<file path="src/rtl/fadd_arbiter.sv">
// Two-requester arbiter sharing one combinational single-precision adder,
// followed by a STAGES-deep result pipeline with a shared response bus.

module fadd (
    input  logic [31:0] a_i,
    input  logic [31:0] b_i,
    output logic [31:0] y_o,
    output logic        ovf_o
);
    logic        sa, sb, nan_a, nan_b, inf_a, inf_b, swap, sbig, sub;
    logic [7:0]  ea_eff, eb_eff, ebig, esml, d;
    logic [23:0] ma, mb, mbig, msml;
    logic [49:0] ext;
    logic [26:0] mbig27, msml27, norm;
    logic [27:0] sum;
    logic [9:0]  e, lz, sh;
    logic [31:0] pre;
    logic        g, rs, rnd;

    always_comb begin
        sa     = a_i[31];
        sb     = b_i[31];
        nan_a  = (a_i[30:23] == 8'hFF) && (a_i[22:0] != '0);
        nan_b  = (b_i[30:23] == 8'hFF) && (b_i[22:0] != '0);
        inf_a  = (a_i[30:23] == 8'hFF) && (a_i[22:0] == '0);
        inf_b  = (b_i[30:23] == 8'hFF) && (b_i[22:0] == '0);
        ea_eff = (a_i[30:23] == '0) ? 8'd1 : a_i[30:23];
        eb_eff = (b_i[30:23] == '0) ? 8'd1 : b_i[30:23];
        ma     = {a_i[30:23] != '0, a_i[22:0]};
        mb     = {b_i[30:23] != '0, b_i[22:0]};
        swap   = b_i[30:0] > a_i[30:0];
        sbig   = swap ? sb : sa;
        ebig   = swap ? eb_eff : ea_eff;
        mbig   = swap ? mb : ma;
        esml   = swap ? ea_eff : eb_eff;
        msml   = swap ? ma : mb;
        sub    = sa ^ sb;
        d      = ebig - esml;

        // Aligned smaller operand keeps guard and round bits plus a sticky bit.
        mbig27 = {mbig, 3'b000};
        ext    = {msml, 26'b0} >> d;
        if (d > 8'd26) begin
            msml27 = {26'b0, |msml};
        end else begin
            msml27 = {ext[49:24], |ext[23:0]};
        end
        sum = sub ? ({1'b0, mbig27} - {1'b0, msml27})
                  : ({1'b0, mbig27} + {1'b0, msml27});

        lz = 10'd27;
        for (int unsigned i = 0; i < 27; i++) begin
            if (sum[i]) lz = 10'(26 - i);
        end

        // Left normalisation stops at exponent 1 so tiny results become denormals.
        e    = {2'b00, ebig};
        sh   = '0;
        norm = '0;
        if (sum[27]) begin
            norm = {sum[27:2], sum[1] | sum[0]};
            e    = e + 10'd1;
        end else begin
            sh   = (lz < (e - 10'd1)) ? lz : (e - 10'd1);
            norm = sum[26:0] << sh;
            e    = e - sh;
        end

        g   = norm[2];
        rs  = norm[1] | norm[0];
        rnd = g & (rs | norm[3]);
        pre = {(norm[26] ? e[8:0] : 9'd0), norm[25:3]} + {31'b0, rnd};

        y_o   = '0;
        ovf_o = 1'b0;
        if (nan_a || nan_b || (inf_a && inf_b && sub)) begin
            y_o = 32'h7FC0_0000;
        end else if (inf_a) begin
            y_o = a_i;
        end else if (inf_b) begin
            y_o = b_i;
        end else if (sum == '0) begin
            y_o = {sa & sb, 31'b0};
        end else if (pre[31:23] >= 9'd255) begin
            y_o   = {sbig, 8'hFF, 23'b0};
            ovf_o = 1'b1;
        end else begin
            y_o = {sbig, pre[30:0]};
        end
    end
endmodule

module fadd_arbiter #(
    parameter int unsigned STAGES = 2
) (
    input  logic        clk,
    input  logic        rstn,
    input  logic        stall,
    input  logic        req0_valid,
    output logic        req0_ready,
    input  logic [31:0] req0_x1,
    input  logic [31:0] req0_x2,
    input  logic        req1_valid,
    output logic        req1_ready,
    input  logic [31:0] req1_x1,
    input  logic [31:0] req1_x2,
    output logic        rsp0_valid,
    output logic        rsp1_valid,
    output logic [31:0] rsp_y,
    output logic        rsp_ovf,
    output logic        busy
);
    logic                    last_grant_q, last_grant_d;
    logic [STAGES-1:0]       vld_q, tag_q, ovf_q;
    logic [STAGES-1:0][31:0] y_q;
    logic                    gnt0, gnt1, xfer0, xfer1;
    logic [31:0]             op_x1, op_x2, sum_y;
    logic                    sum_ovf;
    logic                    s1_vld_d, s1_tag_d, s1_ovf_d;
    logic [31:0]             s1_y_d;

    always_comb begin
        gnt0 = 1'b0;
        gnt1 = 1'b0;
        if (!stall) begin
            if (req0_valid && req1_valid) begin
                gnt0 = last_grant_q;
                gnt1 = ~last_grant_q;
            end else begin
                gnt0 = req0_valid;
                gnt1 = req1_valid;
            end
        end
        req0_ready   = gnt0 & rstn;
        req1_ready   = gnt1 & rstn;
        xfer0        = req0_valid & req0_ready;
        xfer1        = req1_valid & req1_ready;
        op_x1        = gnt1 ? req1_x1 : req0_x1;
        op_x2        = gnt1 ? req1_x2 : req0_x2;
        last_grant_d = last_grant_q;
        if (xfer0) last_grant_d = 1'b0;
        if (xfer1) last_grant_d = 1'b1;
    end

    fadd u_fadd (
        .a_i   (op_x1),
        .b_i   (op_x2),
        .y_o   (sum_y),
        .ovf_o (sum_ovf)
    );

    always_comb begin
        s1_vld_d = xfer0 | xfer1;
        s1_tag_d = xfer1;
        s1_y_d   = s1_vld_d ? sum_y : '0;
        s1_ovf_d = s1_vld_d & sum_ovf;
    end

    always_ff @(posedge clk or negedge rstn) begin
        if (!rstn) begin
            last_grant_q <= 1'b1;
            vld_q        <= '0;
            tag_q        <= '0;
            ovf_q        <= '0;
            y_q          <= '0;
        end else if (!stall) begin
            last_grant_q <= last_grant_d;
            vld_q[0]     <= s1_vld_d;
            tag_q[0]     <= s1_tag_d;
            ovf_q[0]     <= s1_ovf_d;
            y_q[0]       <= s1_y_d;
            for (int unsigned i = 1; i < STAGES; i++) begin
                vld_q[i] <= vld_q[i-1];
                tag_q[i] <= tag_q[i-1];
                ovf_q[i] <= ovf_q[i-1];
                y_q[i]   <= y_q[i-1];
            end
        end
    end

    assign rsp_y      = y_q[STAGES-1];
    assign rsp_ovf    = ovf_q[STAGES-1];
    assign rsp0_valid = vld_q[STAGES-1] & ~tag_q[STAGES-1] & ~stall;
    assign rsp1_valid = vld_q[STAGES-1] &  tag_q[STAGES-1] & ~stall;
    assign busy       = |vld_q;
endmodule

</file>
<file path="config.mk">
export PLATFORM = sky130hd
export DESIGN_NAME = fadd_arbiter
export DESIGN_NICKNAME = d
export VERILOG_FILES = /design/src/rtl/fadd_arbiter.sv
export SDC_FILE = /design/constraint.sdc
export NUM_CORES = 1
export LEC_CHECK = 0
export ABC_AREA = 0
export ABC_CLOCK_PERIOD_IN_PS = 32800
export CAP_MARGIN = 20
export CORE_ASPECT_RATIO = 2
export CORE_MARGIN = 3
export CORE_UTILIZATION = 40
export CTS_CLUSTER_DIAMETER = 80
export CTS_CLUSTER_SIZE = 28
export DETAILED_ROUTE_END_ITERATION = 8
export PLACE_DENSITY = 0.66
export SLEW_MARGIN = 15
export SYNTH_ARGS = -nofsm -noshare
export SYNTH_HDL_FRONTEND = slang
export SYNTH_HIERARCHICAL = 1
export SYNTH_SLANG_ARGS = --single-unit
</file>
<file path="constraint.sdc">
create_clock -name clk -period 32.8 [get_ports clk]
set_input_delay 3.28 -clock clk [delete_from_list [all_inputs] [get_ports clk]]
set_output_delay 3.28 -clock clk [all_outputs]
set_load 0.005 [all_outputs]
</file>
# Word-level counts from Yosys, hierarchy flattened
# Index checks and enable logic that the tools add are counted.
# totals
ff_bits,71
input_bits,133
out_inout_bits,38
wordCells,122
# op_classes
n_addsub,7
order_cmp,4
eq_ne,2
shifts,2
mux,59
n_bitwise,19
n_reduce_logical,23
# op_table
op,n
two-way mux 32 bit,7
two-way mux 5 bit,16
two-way mux 27 bit,2
right shift 50 x 8 -> 50 bit,1
two-way mux 24 bit,2
OR reduction 24 bit,2
zero test 23 bit,2
nonzero test 23 bit,2
adder 32 x 1 -> 32 bit,1
two-way mux 4 bit,8
two-way mux 8 bit,4
> comparator 31 bit,1
two-way mux 31 bit,1
adder 27 x 27 -> 28 bit,1
zero test 28 bit,1
two-way mux 28 bit,1
subtractor 27 x 27 -> 28 bit,1
<< shifter 27 x 10 -> 27 bit,1
two-way mux 9 bit,2
"equality test 8 bit, second input constant",2
zero test 8 bit,2
nonzero test 8 bit,2
two-way mux 1 bit,13
bitwise AND 1 bit,11
17 further kinds,30

# Logic depth before layout (Yosys ltp)
# depth
word_depth,55
ltp_mapped,87
depth_no_buf,73

# Cells and area by module
# Netlist, hierarchy kept.
# by_module_without_submodules
mod,n_inst,cells_each,area_each_um2,seq_area_each_um2
fadd,1,2047,13380.3,0.0
fadd_arbiter,1,338,3803.6,1778.0

# Worst setup path after synthesis
# Ideal clock, no wire load.
# synth_timing
path_type,in2reg
from,input port req1_valid
to,register y_q[4] (netlist name)
setup_ps,83
arrival_time_ps,19182
required_ps,32717
setup_slack_ps,13535
cell_stages,78
path_buffers,15
cell_sequence,a21bo_2 -> nor2_8 -> buf_6 -> mux2_1 -> inv_1 -> ha_1 -> a211oi_1 -> o21ai_1 -> a221o_1 -> o21a_1 -> buf_2 -> o21ai_2 -> buf_4 -> buf_4 -> buf_2 -> buf_1 -> buf_1 -> a21oi_1 -> (+42 left out) -> clkbuf_1 -> ha_1 -> and2_1 -> ha_1 -> a21o_1 -> a21oi_1 -> o21bai_1 -> maj3_1 -> a2111o_1 -> o311ai_0 -> nand2_1 -> o21a_1 -> o21ai_2 -> o31ai_4 -> buf_4 -> nor4_1 -> nand2_1 -> o21ai_0
# synth_between
elab_cells_between_ends,96
classes_between,add/sub: 7; order compare: 4; eq/ne: 2; shift: 2; mux: 51; bitwise: 10; reduce/logical: 20
# synth_rtl
element,line_no,rtl
"start, declared",103,"input logic req1_valid,"
logical AND 1 bit,126,if (req0_valid && req1_valid) begin
two-way mux 1 bit (*),126,
two-way mux 1 bit (*),125,if (!stall) begin
two-way mux 32 bit (*),138,op_x1 = gnt1 ? req1_x1 : req0_x1;
named net op_x1[10],117,"logic [31:0] op_x1, op_x2, sum_y;"
> comparator 31 bit,31,swap = b_i[30:0] > a_i[30:0];
two-way mux 8 bit (on tied branches),"33, 35",
subtractor 8 bit,38,d = ebig - esml;
(+40 left out),-,
greater-or-equal comparator 9 x 8 -> 1 bit,84,end else if (pre[31:23] >= 9'd255) begin
two-way mux 31 bit,84,
two-way mux 32 bit,82,end else if (sum == '0) begin
two-way mux 32 bit,80,end else if (inf_b) begin
two-way mux 32 bit,78,end else if (inf_a) begin
two-way mux 32 bit (*),76,if (nan_a || nan_b || (inf_a && inf_b && sub)) begin
named net sum_y[4],117,
two-way mux 32 bit (*),155,s1_y_d = s1_vld_d ? sum_y : '0;
"end signal, assigned by index",176,y_q[i] <= y_q[i-1];
"end, declared",115,logic [STAGES-1:0][31:0] y_q;
# The timed path passes the listed nets; every way through them passes the cells marked *.
# A chain may end at the register's enable or synchronous reset.

# Worst setup path after layout
# layout_timing
from,input port req1_valid
to,register ovf_q[0]
# layout_between
elab_cells_between_ends,96
classes_between,add/sub: 7; order compare: 4; eq/ne: 2; shift: 2; mux: 50; bitwise: 11; reduce/logical: 20
# layout_rtl
element,line_no,rtl
logical AND 1 bit,126,
two-way mux 1 bit (*),126,
two-way mux 1 bit (*),125,
two-way mux 32 bit (*),139,op_x2 = gnt1 ? req1_x2 : req0_x2;
named net op_x2[1],117,
> comparator 31 bit,31,
two-way mux 8 bit (on tied branches),"33, 35",
subtractor 8 bit,38,
(+40 left out),-,
greater-or-equal comparator 9 x 8 -> 1 bit,84,
two-way mux 1 bit,84,
two-way mux 1 bit,82,
two-way mux 1 bit,80,
two-way mux 1 bit,78,
two-way mux 1 bit (*),76,
named net sum_ovf,118,logic sum_ovf;
bitwise AND 1 bit (*),156,s1_ovf_d = s1_vld_d & sum_ovf;
"end signal, assigned",170,ovf_q[0] <= s1_ovf_d;
"end signal, assigned by index",175,ovf_q[i] <= ovf_q[i-1];
"end, declared",114,"logic [STAGES-1:0] vld_q, tag_q, ovf_q;"
# Marks and branches as above.

==> metrics.log <==
[metrics] vias in the first global route: ~20000
[metrics] count of endpoints failing hold in the final timing report: 0
[metrics] I/O pin count: roughly 170
[metrics] CTS Buf Count: 9
[metrics] WS Path Type: in2reg
[metrics] Total Negative Setup Slacks: 0 ns
[metrics] peak fanout along the critical path: 64
[metrics] Max stage delay cell, worst path: o31ai_1
[metrics] Placement Setup Slack: between 8 and 9 ns
[metrics] antenna viol nets, final: 0
[metrics] largest net degree at the start of global routing: 108
[metrics] Setup Skew: 0.00650 ns
[metrics] Routability Congestion: 1.13
[metrics] total of buffers placed on input and output ports: 170
[metrics] Worst Hold Endpoint: y_q[1]$_DFFE_PN0N_
[metrics] largest cells by area after synthesis: dfrtp_1 10%, mux2_2 8.3%, ha_1 7.5%
[metrics] synthesis-stage register bit count: 71
[metrics] Total Nets Final: about 2700
[metrics] Yosys Warn Count: 6
[metrics] worst skew pair latency: 0.34 ns
[metrics] startpoint of the worst hold path: y_q[1]$_DFFE_PN0N_
[metrics] cell leakage power: 7.94 nW
[metrics] synthesized instance count: 2385
[metrics] count of cells along the worst register-to-register path: 65
[metrics] Synth area leader: dfrtp_1
[metrics] H-tree level count: 3
[metrics] status: finished clean
[metrics] Crit path max-delay family: compound AO/OA/AOI/OAI gates
[metrics] post-DP HPWL: 71.5 mm
[metrics] Syn Area/Cell: 7.21 µm²
[metrics] Max Clock Freq: about 0.041 GHz
[metrics] Initial DRT Pass Iterations: 6
[metrics] setup slack on the worst flop-to-flop path: between 10 and 15 ns
[metrics] Vias per Instance: a little under 7
[metrics] clock-pin slew reported for the worst setup and hold paths after clock tree synthesis: approximately 0.06 ns
[metrics] CP endpoint kind: flop
[metrics] Post-CTS Hold Fix Bufs: 0
[metrics] CTS tree: built
[metrics] sequential element share of the synthesized area: 0.103
[metrics] number of max-cap violations: 0
[metrics] vias post-DR: ~20000
[metrics] final critical-path required period: about 25 ns
[metrics] overall die area: 0.0456 mm²
[metrics] Layout Area Growth over Synthesis: 13.1%
[metrics] commonest register cell after synthesis: dfrtp_1
[metrics] number of buffer and inverter instances along the worst setup path: 11
[metrics] r2r startpoint: last_grant_q$_DFFE_PN1P_
[metrics] Post-synth ARST share: 1.00
[metrics] net count after synthesis: between 2000 and 3000
[metrics] buffer cell driving the clock tree root: clkbuf_16
[metrics] wire length of the first global-routing pass: around 130 mm
[metrics] TritonCTS sink count: 71
[metrics] Std-Cell Core Area: around 0.042 mm²
[metrics] crit path launch type: primary input
[metrics] maximum buffer depth of the clock tree: 2
[metrics] post-cts gate resize count: 0
[metrics] height of the die: roughly 300 µm
[metrics] stage delay of the slowest cell on the critical path: around 1.0 ns
[metrics] setup repair after global routing missed its margin: false
[metrics] Total GRT Usage: 0.370
[metrics] worst-case vdd ir drop: 57.7 µV
[metrics] count of flip-flops with a built-in enable after synthesis: 0
[metrics] average wire per cell in the routed design: just under 30 µm
[metrics] setup ws final: 8.21 ns
[metrics] share of layout cells above drive strength 1: 0.125
[metrics] library cells used by synthesis: approximately 120
[metrics] critical path required time: ~33 ns
[metrics] total congestion overflow after global routing: 0
[metrics] Post-synth top cells: 298 x nand2_1, 186 x nor2_1, 159 x a21oi_1, 156 x o21ai_0, 127 x mux2_2
[metrics] Die Span X: around 150 µm
[metrics] transition time of the tightest slew-check pin: 1.19 ns
[metrics] cell area after technology mapping: 0.0172 mm²
[metrics] final setup violating endpoints: 0
[metrics] max-slew violation count: 0
[metrics] Total Routed Length: 88.1 mm
[metrics] # Post-CTS Setup Buffers: 0
[metrics] most common cell in the netlist: nand2_1
[metrics] dpl cell area: about 0.019 mm²
[metrics] data arrival time of the critical path: roughly 25 ns
[metrics] count of standard-cell rows: roughly 110
[metrics] fraction of the cycle the final worst path needs: 0.750
[metrics] worst hold-check path type: reg2reg
[metrics] count of cells along the worst hold path: 2
[metrics] design area: approximately 0.02 mm²
[metrics] worst relative slew slack: 0.183
[metrics] destination of the worst register-to-register timing path: ovf_q[0]$_DFFE_PN0N_
[metrics] initial core utilization: 0.407
[metrics] antenna violations before repair: 1
[metrics] dominant cell type by count on the critical path: buf_4
[metrics] first-iteration detailed-routing DRC count: about 1500
[metrics] remaining design rule violation count: 0
[metrics] Pwr per Cell Area: about 110 mW/mm²
[metrics] fraction of post-synthesis cell area in the top cell type by area: 0.102
-- per-layer routing --
layer / share of wire / GRT usage / vias to the layer above
met5: 0 / 0 / -
met4: 0.14 / 0.411 / 0
met3: 0.053 / 0.0676 / 483
met2: 0.52 / 0.696 / 1035
met1: 0.28 / 0.294 / 9557
li1: - / - / 9002
-- where the power goes --
group / internal [W] / total [W] / leakage (nW) / switching, W
clock: 0.0000519 / 0.0000916 / 0.133 / 0.0000397
combinational: 0.000651 / 0.00193 / 6.86 / 0.00128
sequential: 0.000115 / 0.000131 / 0.948 / 0.0000154
total: 0.000818 / 0.00215 / 7.94 / 0.00134
-- final cells by class --
| type | count | area [µm²] |
|---|---|---|
| flip-flops and latches | 71 | 1780 |
| clock inverters | 7 | 55.1 |
| multi-input cells | 2009 | 14100 |
| diodes | 1 | 2.50 |
| clock buffers | 9 | 225 |
| repair buffers | 228 | 2120 |
| inverters | 122 | 463 |
| well taps | 540 | 676 |
| fillers | 4339 | 22700 |
-- per-stage QoR --
| stage | power [W] | std cells | hold slack (ns) | utilization |
|---|---|---|---|---|
| final | 0.00215 | 2987 | 0.483 | 0.461 |
| after CTS | 0.00207 | 2983 | 0.484 | 0.460 |
| after detailed placement | 0.00197 | 2967 | 0.470 | 0.453 |
| after global routing | 0.00226 | 2986 | 0.506 | 0.461 |
| after floorplan | 0.00138 | 2385 | 0.449 | - |
| after global placement | 0.00196 | 2966 | 0.463 | 0.453 |
-- worst max-delay path by stage --
| stage | endpoint | depth (start not counted) | startpoint |
|---|---|---|---|
| 2_1_floorplan | y_q[4]$_DFFE_PN0N_ | 78 | req1_valid |
| 3_3_place_gp | ovf_q[0]$_DFFE_PN0N_ | 64 | req1_valid |
| 3_5_place_dp | ovf_q[0]$_DFFE_PN0N_ | 65 | req1_valid |
| 4_1_cts | ovf_q[0]$_DFFE_PN0N_ | 65 | req1_valid |
| 5_1_grt | y_q[2]$_DFFE_PN0N_ | 66 | req1_valid |
| 6_report | ovf_q[0]$_DFFE_PN0N_ | 66 | req1_valid |
-- registers in the layout, summed over array words and instances, names as in the netlist --
| signal | cells |
|---|---|
| rsp_y | 32 |
| ovf_q | 2 |
| tag_q | 2 |
| vld_q | 2 |
| y_q | 32 |
| last_grant_q | 1 |
-- placed cells by master, fill, tap and decap left out, types with 19 or more instances in the layout --
cell type        instances
a211oi_1                51
a21o_1                  40
a21oi_1                158
and2_1                  26
and3_1                  21
buf_4                   56
clkdlybuf4s50_1        168
dfrtp_1                 70
ha_1                   102
inv_1                  115
mux2_2                 127
mux2i_1                 72
nand2_1                298
nand2b_1                26
nand3_1                 64
nand4_1                 31
nor2_1                 186
nor3_1                  67
nor4_1                  37
o211ai_1                49
o21a_1                  20
o21ai_0                156
o31ai_1                 19
or3_1                   21
xnor2_1                 43
xor2_1                  20
-- worst min-delay path, stage by stage, from the launching register on --
cell	delay [ns]
dfrtp_1	0.34
nand2_1	0.05
o21ai_0	0.06
-- cells by family (layout without fill, tap and decap cells) --
kind of cell	Yosys count	after routing	synth area share
muxes	228	228	0.156
adders and majority gates	107	107	0.0791
and+or+nand+nor	865	865	0.246
xor gates and xnor gates	66	66	0.0336
AOI/OAI and AO/OA	743	743	0.299
buffers and inverters	305	366	0.0824
DFF	71	71	0.103
other	0	1	0
No activity file was read; power rests on OpenSTA's default activity.
